### src/rtl/fsm_sort.sv
// Sequential bubble-sort engine: loads N unsigned elements on start and performs one
// compare/swap per clock, raising done when data_sorted holds the ascending result.
module fsm_sort #(
    parameter int N     = 6,
    parameter int WIDTH = 8
) (
    input  logic             clk,
    input  logic             rst,
    input  logic             start,
    input  logic [WIDTH-1:0] data_in [N],
    output logic             done,
    output logic [WIDTH-1:0] data_sorted [N]
);
    localparam int CW = $clog2(N);

    localparam logic [1:0] ST_IDLE = 2'd0;
    localparam logic [1:0] ST_SORT = 2'd1;
    localparam logic [1:0] ST_DONE = 2'd2;

    logic [1:0]       state_reg;
    logic             done_reg;
    logic [CW-1:0]    i_reg;
    logic [CW-1:0]    j_reg;
    logic [CW-1:0]    j_hi;
    logic [WIDTH-1:0] arr_reg  [N];
    logic [WIDTH-1:0] arr_next [N];
    logic             swap;
    logic             last_j;
    logic             last_i;

    assign j_hi = j_reg + CW'(1);
    // Strict compare keeps equal elements in their original order.
    assign swap   = arr_reg[j_reg] > arr_reg[j_hi];
    assign last_j = j_reg >= (CW'(N - 2) - i_reg);
    assign last_i = i_reg >= CW'(N - 2);

    generate
        for (genvar gi = 0; gi < N; gi++) begin : g_elem
            assign arr_next[gi] = (swap && (j_reg == CW'(gi))) ? arr_reg[j_hi]  :
                                  (swap && (j_hi  == CW'(gi))) ? arr_reg[j_reg] :
                                                                 arr_reg[gi];
            assign data_sorted[gi] = arr_reg[gi];
        end
    endgenerate

    assign done = done_reg;

    always_ff @(posedge clk) begin
        if (rst) begin
            state_reg <= ST_IDLE;
            done_reg  <= 1'b0;
            i_reg     <= '0;
            j_reg     <= '0;
            for (int k = 0; k < N; k++) begin
                arr_reg[k] <= '0;
            end
        end else begin
            case (state_reg)
                ST_IDLE, ST_DONE: begin
                    if (start) begin
                        arr_reg   <= data_in;
                        i_reg     <= '0;
                        j_reg     <= '0;
                        done_reg  <= 1'b0;
                        state_reg <= ST_SORT;
                    end
                end
                ST_SORT: begin
                    arr_reg <= arr_next;
                    if (!last_j) begin
                        j_reg <= j_reg + CW'(1);
                    end else if (!last_i) begin
                        i_reg <= i_reg + CW'(1);
                        j_reg <= '0;
                    end else begin
                        state_reg <= ST_DONE;
                        done_reg  <= 1'b1;
                    end
                end
                default: begin
                    state_reg <= ST_IDLE;
                    done_reg  <= 1'b0;
                end
            endcase
        end
    end
endmodule

### config.mk
export PLATFORM = sky130hd
export DESIGN_NAME = fsm_sort
export DESIGN_NICKNAME = d
export VERILOG_FILES = /design/src/rtl/fsm_sort.sv
export SDC_FILE = /design/constraint.sdc
export NUM_CORES = 1
export LEC_CHECK = 0
export CAP_MARGIN = 5
export CORE_AREA = 2 2 100 102
export CTS_CLUSTER_SIZE = 24
export DETAILED_ROUTE_END_ITERATION = 12
export DIE_AREA = 0 0 102 104
export DONT_BUFFER_PORTS = 1
export HOLD_SLACK_MARGIN = 0.02
export PLACE_DENSITY = 0.67
export SLEW_MARGIN = 30
export SYNTH_ARGS = -nofsm -noshare
export SYNTH_HDL_FRONTEND = slang
export SYNTH_SLANG_ARGS = --single-unit
### constraint.sdc
create_clock -name clk -period 3.7 [get_ports clk]
set_input_delay 0.74 -clock clk [delete_from_list [all_inputs] [get_ports clk]]
set_output_delay 0.74 -clock clk [all_outputs]
set_load 0.02 [all_outputs]
# Word-level counts from Yosys, hierarchy flattened
# Index checks and enable logic that the tools add are counted.
# W data, S select, Z words.
# totals
elab_cells,104
in_bits,51
out_inout_bits,49
ff_bits,57
# classes
addsub,3
n_eq_ne,23
n_reduce_logical,26
n_bitwise,2
n_lt_le_gt_ge,5
n_mux,35
# op_table
operator,n
$mux W8,16
$pmux W48 S2,1
$bmux W8 S3,2
$mux W48,1
$reduce_and A3 Y1,8
$ne A3 B3 Y1 const B,7
$mux W3,5
$eq A3 B2 Y1 const B,4
$eq A3 B3 Y1 const B,4
$logic_and A1 B1 Y1,12
$pmux W3 S2,2
$ge A4 B4 Y1 const B,2
$gt A8 B8 Y1,1
$ne A2 B2 Y1 const B,4
$not A3 Y4,2
$add A3 B1 Y3 const B,2
$eq A3 B1 Y1 const B,2
$logic_not A3 Y1,2
$mux W2,3
$pmux W2 S2,1
$reduce_and A4 Y1,1
$ge A3 B3 Y1,1
$ge A3 B3 Y1 const B,1
$mux W1,3
other kinds (7),7

# Logic depth before layout (Yosys ltp)
# Gate-level depths: netlist of run 1.
# logic_depth
ltp_word,10
mapped_depth,18
depth_no_buf,12

# Least setup slack after synthesis of run 1
# No wires, ideal clock.
# synth_timing
kind,reg2reg
start,register j_reg[0]
end,register arr_reg (netlist bit data_sorted[25])
slack_ns,-0.222
arrival_time_ns,3.835
n_path_buf,6
path_stages_with_launch,17
t_required_ns,3.614
period_less_slack_ns,3.922
setup_ns,0.086
path_cell_list,dfxtp_1 -> buf_6 -> buf_6 -> buf_2 -> inv_1 -> ha_1 -> buf_2 -> mux4_2 -> a22oi_1 -> ha_1 -> and4_2 -> a211oi_4 -> buf_12 -> o211ai_4 -> and2_4 -> buf_6 -> a221oi_2
# synth_via
elab_chain_cells,9
elab_cells_between_ends,19
classes_between,add/sub (1); order compare (1); eq/ne (3); mux (9); bitwise (2); reduce/logical (3)
# synth_rtl
element,line_no,rtl
start: declaration,23,logic [CW-1:0] j_reg;
start signal: assignment,71,j_reg <= j_reg + CW'(1);
$add A3 B1 Y3,31,assign j_hi = j_reg + CW'(1);
$not A3 Y4 (not written as such),"33, 39",
$bmux W8 S3,"33, 39",
$mux W8 (not written as such) (2 in a row),"33, 39",
$gt A8 B8 Y1,33,assign swap = arr_reg[j_reg] > arr_reg[j_hi];
$logic_and A1 B1 Y1 (on tied branches),"39, 40",
$ne A3 B3 Y1 (no source line) or $mux W8 (tied branches),-,
$reduce_and A3 Y1 (no source line) or $pmux W48 S2 (tied branches),-,
end signal: assignment,61,arr_reg <= data_in;
end signal: assignment,69,arr_reg <= arr_next;
end: declaration,25,logic [WIDTH-1:0] arr_reg [N];
# Several ways; a longest one is shown, not always the timed one. The select of a mux whose other input is x is not followed.
# A chain may end at the register's enable or synchronous reset.

# Worst setup path after layout of run 1
# layout_timing
start,register j_reg[0]
end,register arr_reg (netlist bit data_sorted[15])
# Same word-level chain as after synthesis.

==> results of run 1 <==
## kinds of logic after synthesis
group           count (synthesis)  share of synthesized area [%]
buf+inv                        86                           9.30
xor+xnor                        1                          0.194
mux                            73                           20.7
simple gates                   74                           8.08
compound gates                174                           30.8
flops                          56                           24.9
fa+ha+maj                      22                           6.11
## layout by cell type (no fill, tap or decap), types with 4 or more instances in the layout
master    Yosys  routed
buf_12        1       7
mux2i_1      57      57
nand2b_1      4       4
a21o_1        5       5
nor2_1        7       7
a221oi_2     23      24
clkbuf_8      0       5
o21ai_1       4       4
o21ai_0      72      72
o21ai_4       3       4
inv_1        50      50
dfxtp_1      56      55
a21oi_1      11      10
nand2_1      39      39
buf_4         5      24
mux4_2       16      16
a32o_1        7       7
a221oi_1     17      16
a31oi_1       8       8
ha_1         22      22
a22oi_1       7       7
## how the worst min path moves through the flow
stage / start / to / slack [ns] / cells past startpoint
after global routing: rst / i_reg[0] / 0.45 / 1
final: rst / i_reg[0] / 0.47 / 1
after floorplan: i_reg[1] / i_reg[1] / 0.46 / 2
after CTS: rst / i_reg[0] / 0.46 / 1
after detailed placement: i_reg[1] / i_reg[1] / 0.49 / 2
after global placement: i_reg[1] / i_reg[1] / 0.47 / 2
## layout make-up
class                           count  area [um^2]  share of cell area, %
Inverter                           51          191                   3.87
Timing Repair Buffer               32          345                   6.98
Multi-Input combinational cell    344         2990                   60.4
Clock inverter                      2         60.1                   1.21
Antenna cell                        1         2.50                 0.0506
Sequential cell                    56         1120                   22.7
Tap cell                          133          166                   3.36
Clock buffer                        5         68.8                   1.39
## what timing repair did
item                       CTS  global route
setup endpoints to repair    0            17
gates resized for setup      0             5
setup buffers                0             2
## per-layer routing
| layer | share of wire (%) | vias to the layer above | global-route usage, % |
|---|---|---|---|
| met5 | 0 | - | 0 |
| met4 | 2.9 | 0 | 9.33 |
| met3 | 10 | 32 | 7.19 |
| met2 | 45 | 211 | 40.7 |
| met1 | 42 | 1962 | 37.8 |
| li1 | - | 1837 | - |
## where the power goes
part	leakage, nW	internal (mW)	switching, mW
registers	0.463	0.696	0.233
logic	1.52	0.537	0.675
clock network	0.0642	0.267	0.219
## worst max-delay path: stages, from the launching register on
cell	delay, ns
dfxtp_4	0.41
inv_1	0.10
ha_1	0.36
buf_4	0.17
mux4_2	0.53
a22oi_1	0.20
ha_1	0.30
and4_2	0.22
a211oi_4	0.22
buf_12	0.21
o21bai_1	0.09
buf_4	0.18
mux2i_1	0.14
a221oi_1	0.33
## per-stage QoR
step           power, mW  util (%)  area [um^2]  setup slack, ns
3_5_place_dp        2.07      49.6         4740            0.170
3_3_place_gp        2.04      49.6         4740            0.204
5_1_grt             2.75      51.8         4950         -0.00167
4_1_cts             2.55      51.0         4870            0.132
6_report            2.63      51.8         4950            0.125
2_1_floorplan       1.78         -         4530          0.00345
==> results.json, run 1 <==
{
  "grt_util_all_layers_pct": 27.2,
  "ys_types": 46,
  "timing.fmax_ghz": 0.280,
  "rows": 36,
  "wirelength_um": 14400,
  "dr_total_vias": 4042,
  "period_share_pct": 96.6,
  "syn_avg_cell_area_um2": 9.27,
  "ir_worst_vdd_mv": 0.271,
  "cts_tree": "done",
  "maxSlewHeadroom_pct": 41.8,
  "drtIter0Drc": 329,
  "hold_path.class": "input pin to register",
  "clk_pin_slew_worst_paths_ns": 0.11,
  "synth_top_cell_area_share_pct": 24.9,
  "layout_min_cycle_time_ns": 3.58,
  "wl_per_cell_um": 23.1,
  "cts_sinks": 56,
  "die-width_um": 102,
  "end_kind": "register",
  "finalClockSkew_ns": 0.0121,
  "gp_congestion": 0.986,
  "antenna_left": 0,
  "synth_most_common_cell": "o21ai_0",
  "slew_violations": 0,
  "synthesis.nets": 559,
  "synthTopCellsByArea": "dfxtp_1 (25%), mux2i_1 (13%), o21ai_0 (8.0%)",
  "avgViaCountPerCell": 6.48,
  "ff2ff_setup_slack_ns": 0.12,
  "ys_top_cells_by_count": "o21ai_0 (72), mux2i_1 (57), dfxtp_1 (56)",
  "synth-seq-cells": 56,
  "ys_warn_count": 0,
  "dieArea_um2": 10600,
  "synth_edf_count": 0,
  "area_delta_synth_final_pct": 9.80,
  "whs_ns": 0.468,
  "worst_ep_required_time_ns": 3.94,
  "first_global_vias": 3912,
  "synth_seq_area_share_pct": 24.9,
  "worst_pin_slew_ns": 0.864,
  "crit_path_max_fanout": 12,
  "drv_cap": 0,
  "synthCells": 486,
  "largest_reg_flops": 48,
  "worst_ep_arrival_time_ns": 3.81,
  "synth_flop_cell": "dfxtp_1",
  "drc_errors": 0,
  "setup_violations": 0,
  "place_hpwl_um": 10600,
  "die_h_um": 104,
  "power_density_nw_per_um2": 531,
  "syn_area_um2": 4510,
  "tns_ns": 0,
  "leakagePower_nw": 2.05,
  "startpoint": "j_reg[0]",
  "layout-drive-gt1-share_pct": 20.6,
  "layoutNonFillerInstCount": 624,
  "place_inst": 613,
  "clockBufferDepth": 2,
  "reg2reg_depth": 13,
  "cts_htree_levels": 2,
  "cts_root_buffer": "clkbuf_8",
  "ios": 100,
  "hold_violations": 0,
  "async_reset_ff_share_pct": 0,
  "grt.overflow.total": 0,
  "grt_pass1_wl_um": 22400,
  "dr.pass1.iters": 5,
  "critical_path_class": "register to register",
  "crit_path_start_kind": "register",
  "cts_buffers": 5,
  "cts_hold_buf": 0,
  "initial_core_util_pct": 47.2,
  "reg2reg_to": "data_sorted[15]",
  "r2r_start": "j_reg[0]",
  "io_buffers": 0,
  "antenna_found_initial": 1,
  "clk-insertion-delay-late_ns": 0.33,
  "synth_area_leader_cell": "dfxtp_1",
  "fillers": 909,
  "nNetsFinal": 563,
  "crit_path_end": "data_sorted[15]",
  "grt_max_degree": 49,
  "outcome": "completed",
  "core_um2": 9550
}
(Power assumes the default switching activity.)
==> run 2, diff against run 1 <==
- CTS_BUF_LIST: unset -> sky130_fd_sc_hd__clkbuf_8
==> results of run 2 <==
Final layout, timing and power as in run 1 (identical DEF).
==> run 3, diff against run 2 <==
- ABC_AREA: unset -> 0
==> results of run 3 <==
Final layout, timing and power as in run 1 (identical DEF).
==> variant (config.mk and constraints of run 1) <==
`N`: 6 -> 5.
--- a/src/rtl/fsm_sort.sv
+++ b/src/rtl/fsm_sort.sv
@@ -2,5 +2,5 @@
 // compare/swap per clock, raising done when data_sorted holds the ascending result.
 module fsm_sort #(
-    parameter int N     = 6,
+    parameter int N     = 5,
     parameter int WIDTH = 8
 ) (
Interface: changed (resized data_in and data_sorted); port bits go from 100 to 84. No check against the original RTL was run, so the function may have changed too.
==> variant against run 1 <==
Worst setup slack better by 9.7 ps; sequential cell count down 8; cell area down 16%; final cell count down 4.2%; wire length down 12%; sequential share of layout area up 0.42 points; synthesized area down 17%; total power down 7.8%; critical path type unchanged.
==> variant: results (changes against run 1) <==
| Metric | Value |
|---|---|
| Worst-Margin Slew | `674 ps (-190 ps)` |
| Met2 WL post-DR | `5390 um (-17%)` |
| Met1 WL | `5690 um (-5.7%)` |
| WP data arrival | `3790 ps (-20 ps)` |
| Xor/xnor share of the synthesized area | `0% (-0.19 points)` |
| Largest fanout on the critical path | `29 (+17)` |
| Largest net degree at the start of global routing | `53 (+8.2%)` |
| Dpl cells | `589 (-3.9%)` |
| Ant. Diodes | `0 (-1)` |
| Leakage | `0.00160 uW (-22%)` |
| Seq pwr share | `32.6% (-2.7 points)` |
| Post-synthesis mux area share | `6.78% (-14 points)` |
| Routability congestion estimate | `0.956 (-3.0%)` |
| Compound-cell area share of the yosys netlist | `33.1% (+2.3 points)` |
| Gr usage total | `23.5% (-3.8 points)` |
| Wirelength per Cell | `21.1 um (-8.6%)` |
| Yosys cell types | `53 (+15%)` |
| Met3 Use GR | `4.77% (-2.4 points)` |
| Status | `complete, no violations` |
| Largest cells by area after synthesis | `dfxtp_1, a32o_1, ha_1` |
| Initial DRT Pass Iterations | `6 (+1)` |
| Combinational share of power | `47.5% (+1.4 points)` |
| Vias per cell | `6.34 (-2.1%)` |
| Finished Layout Cells | `598 (-4.2%)` |
| VDD IR max | `0.000375 V (+38%)` |
variant: cell count changes after synthesis, sizes merged, moves of 12 or more:
cell	run 1	this run
a21oi	11	49
a221oi	40	0
a32o	7	32
inv	50	30
mux2i	57	14
mux4	16	1
nand2	39	21
nand4	2	23
nor2	7	63
nor2b	5	17
o21ai	80	14
o22ai	2	15
variant: worst paths after layout:
| path | from | end | slack, ps | cells past startpoint |
|---|---|---|---|---|
| min reg2reg | i_reg[2] | i_reg[2] | 530 | 2 |
| max reg2reg | j_reg[1] | data_sorted[19] | 130 | 14 |
| max | j_reg[1] | data_sorted[19] | 130 | 14 |
| min | rst | j_reg[1] | 470 | 1 |
variant: per-stage QoR:
step	power, uW	TNS [ps]	area (um2)	setup WS, ps
after floorplan	1560	0	3790	1.98
after global placement	1840	0	3930	52.7
after detailed placement	1860	-837	3930	-51.1
after CTS	2340	0	4090	0.870
after global routing	2540	0	4160	25.1
final	2420	0	4160	134
variant: layout make-up:
class	count	area [um2]
Fill cell	972	5390
Multi-Input combinational cell	357	2580
Sequential cell	48	963
Timing Repair Buffer	22	203
Tap cell	133	166
Inverter	30	113
Clock buffer	5	68.8
Clock inverter	3	68.8
variant: critical path, cell delays in order (launching register included):
cell and delay (ps):
dfxtp_2 390, inv_1 130, ha_4 330, buf_12 180
nor2_1 60, a22o_1 210, a22oi_2 290, inv_2 100
ha_1 310, and3_1 200, a221o_2 430, o21ai_4 150
a21bo_2 290, a21oi_1 110, a32o_1 270
variant: logic make-up after synthesis:
kind of cell / Yosys count
AO/OA/AOI/OAI: 169
AND/OR/NAND/NOR: 144
flip-flops: 48
buffers and inverters: 70
multiplexers: 23
adder cells (fa/ha/maj): 21
variant: timing repair:
action,CTS,global route
cloned,0,0
pin swaps,0,1
buffers inserted,0,1
setup endpoints to repair,32,40
resized for setup,7,15
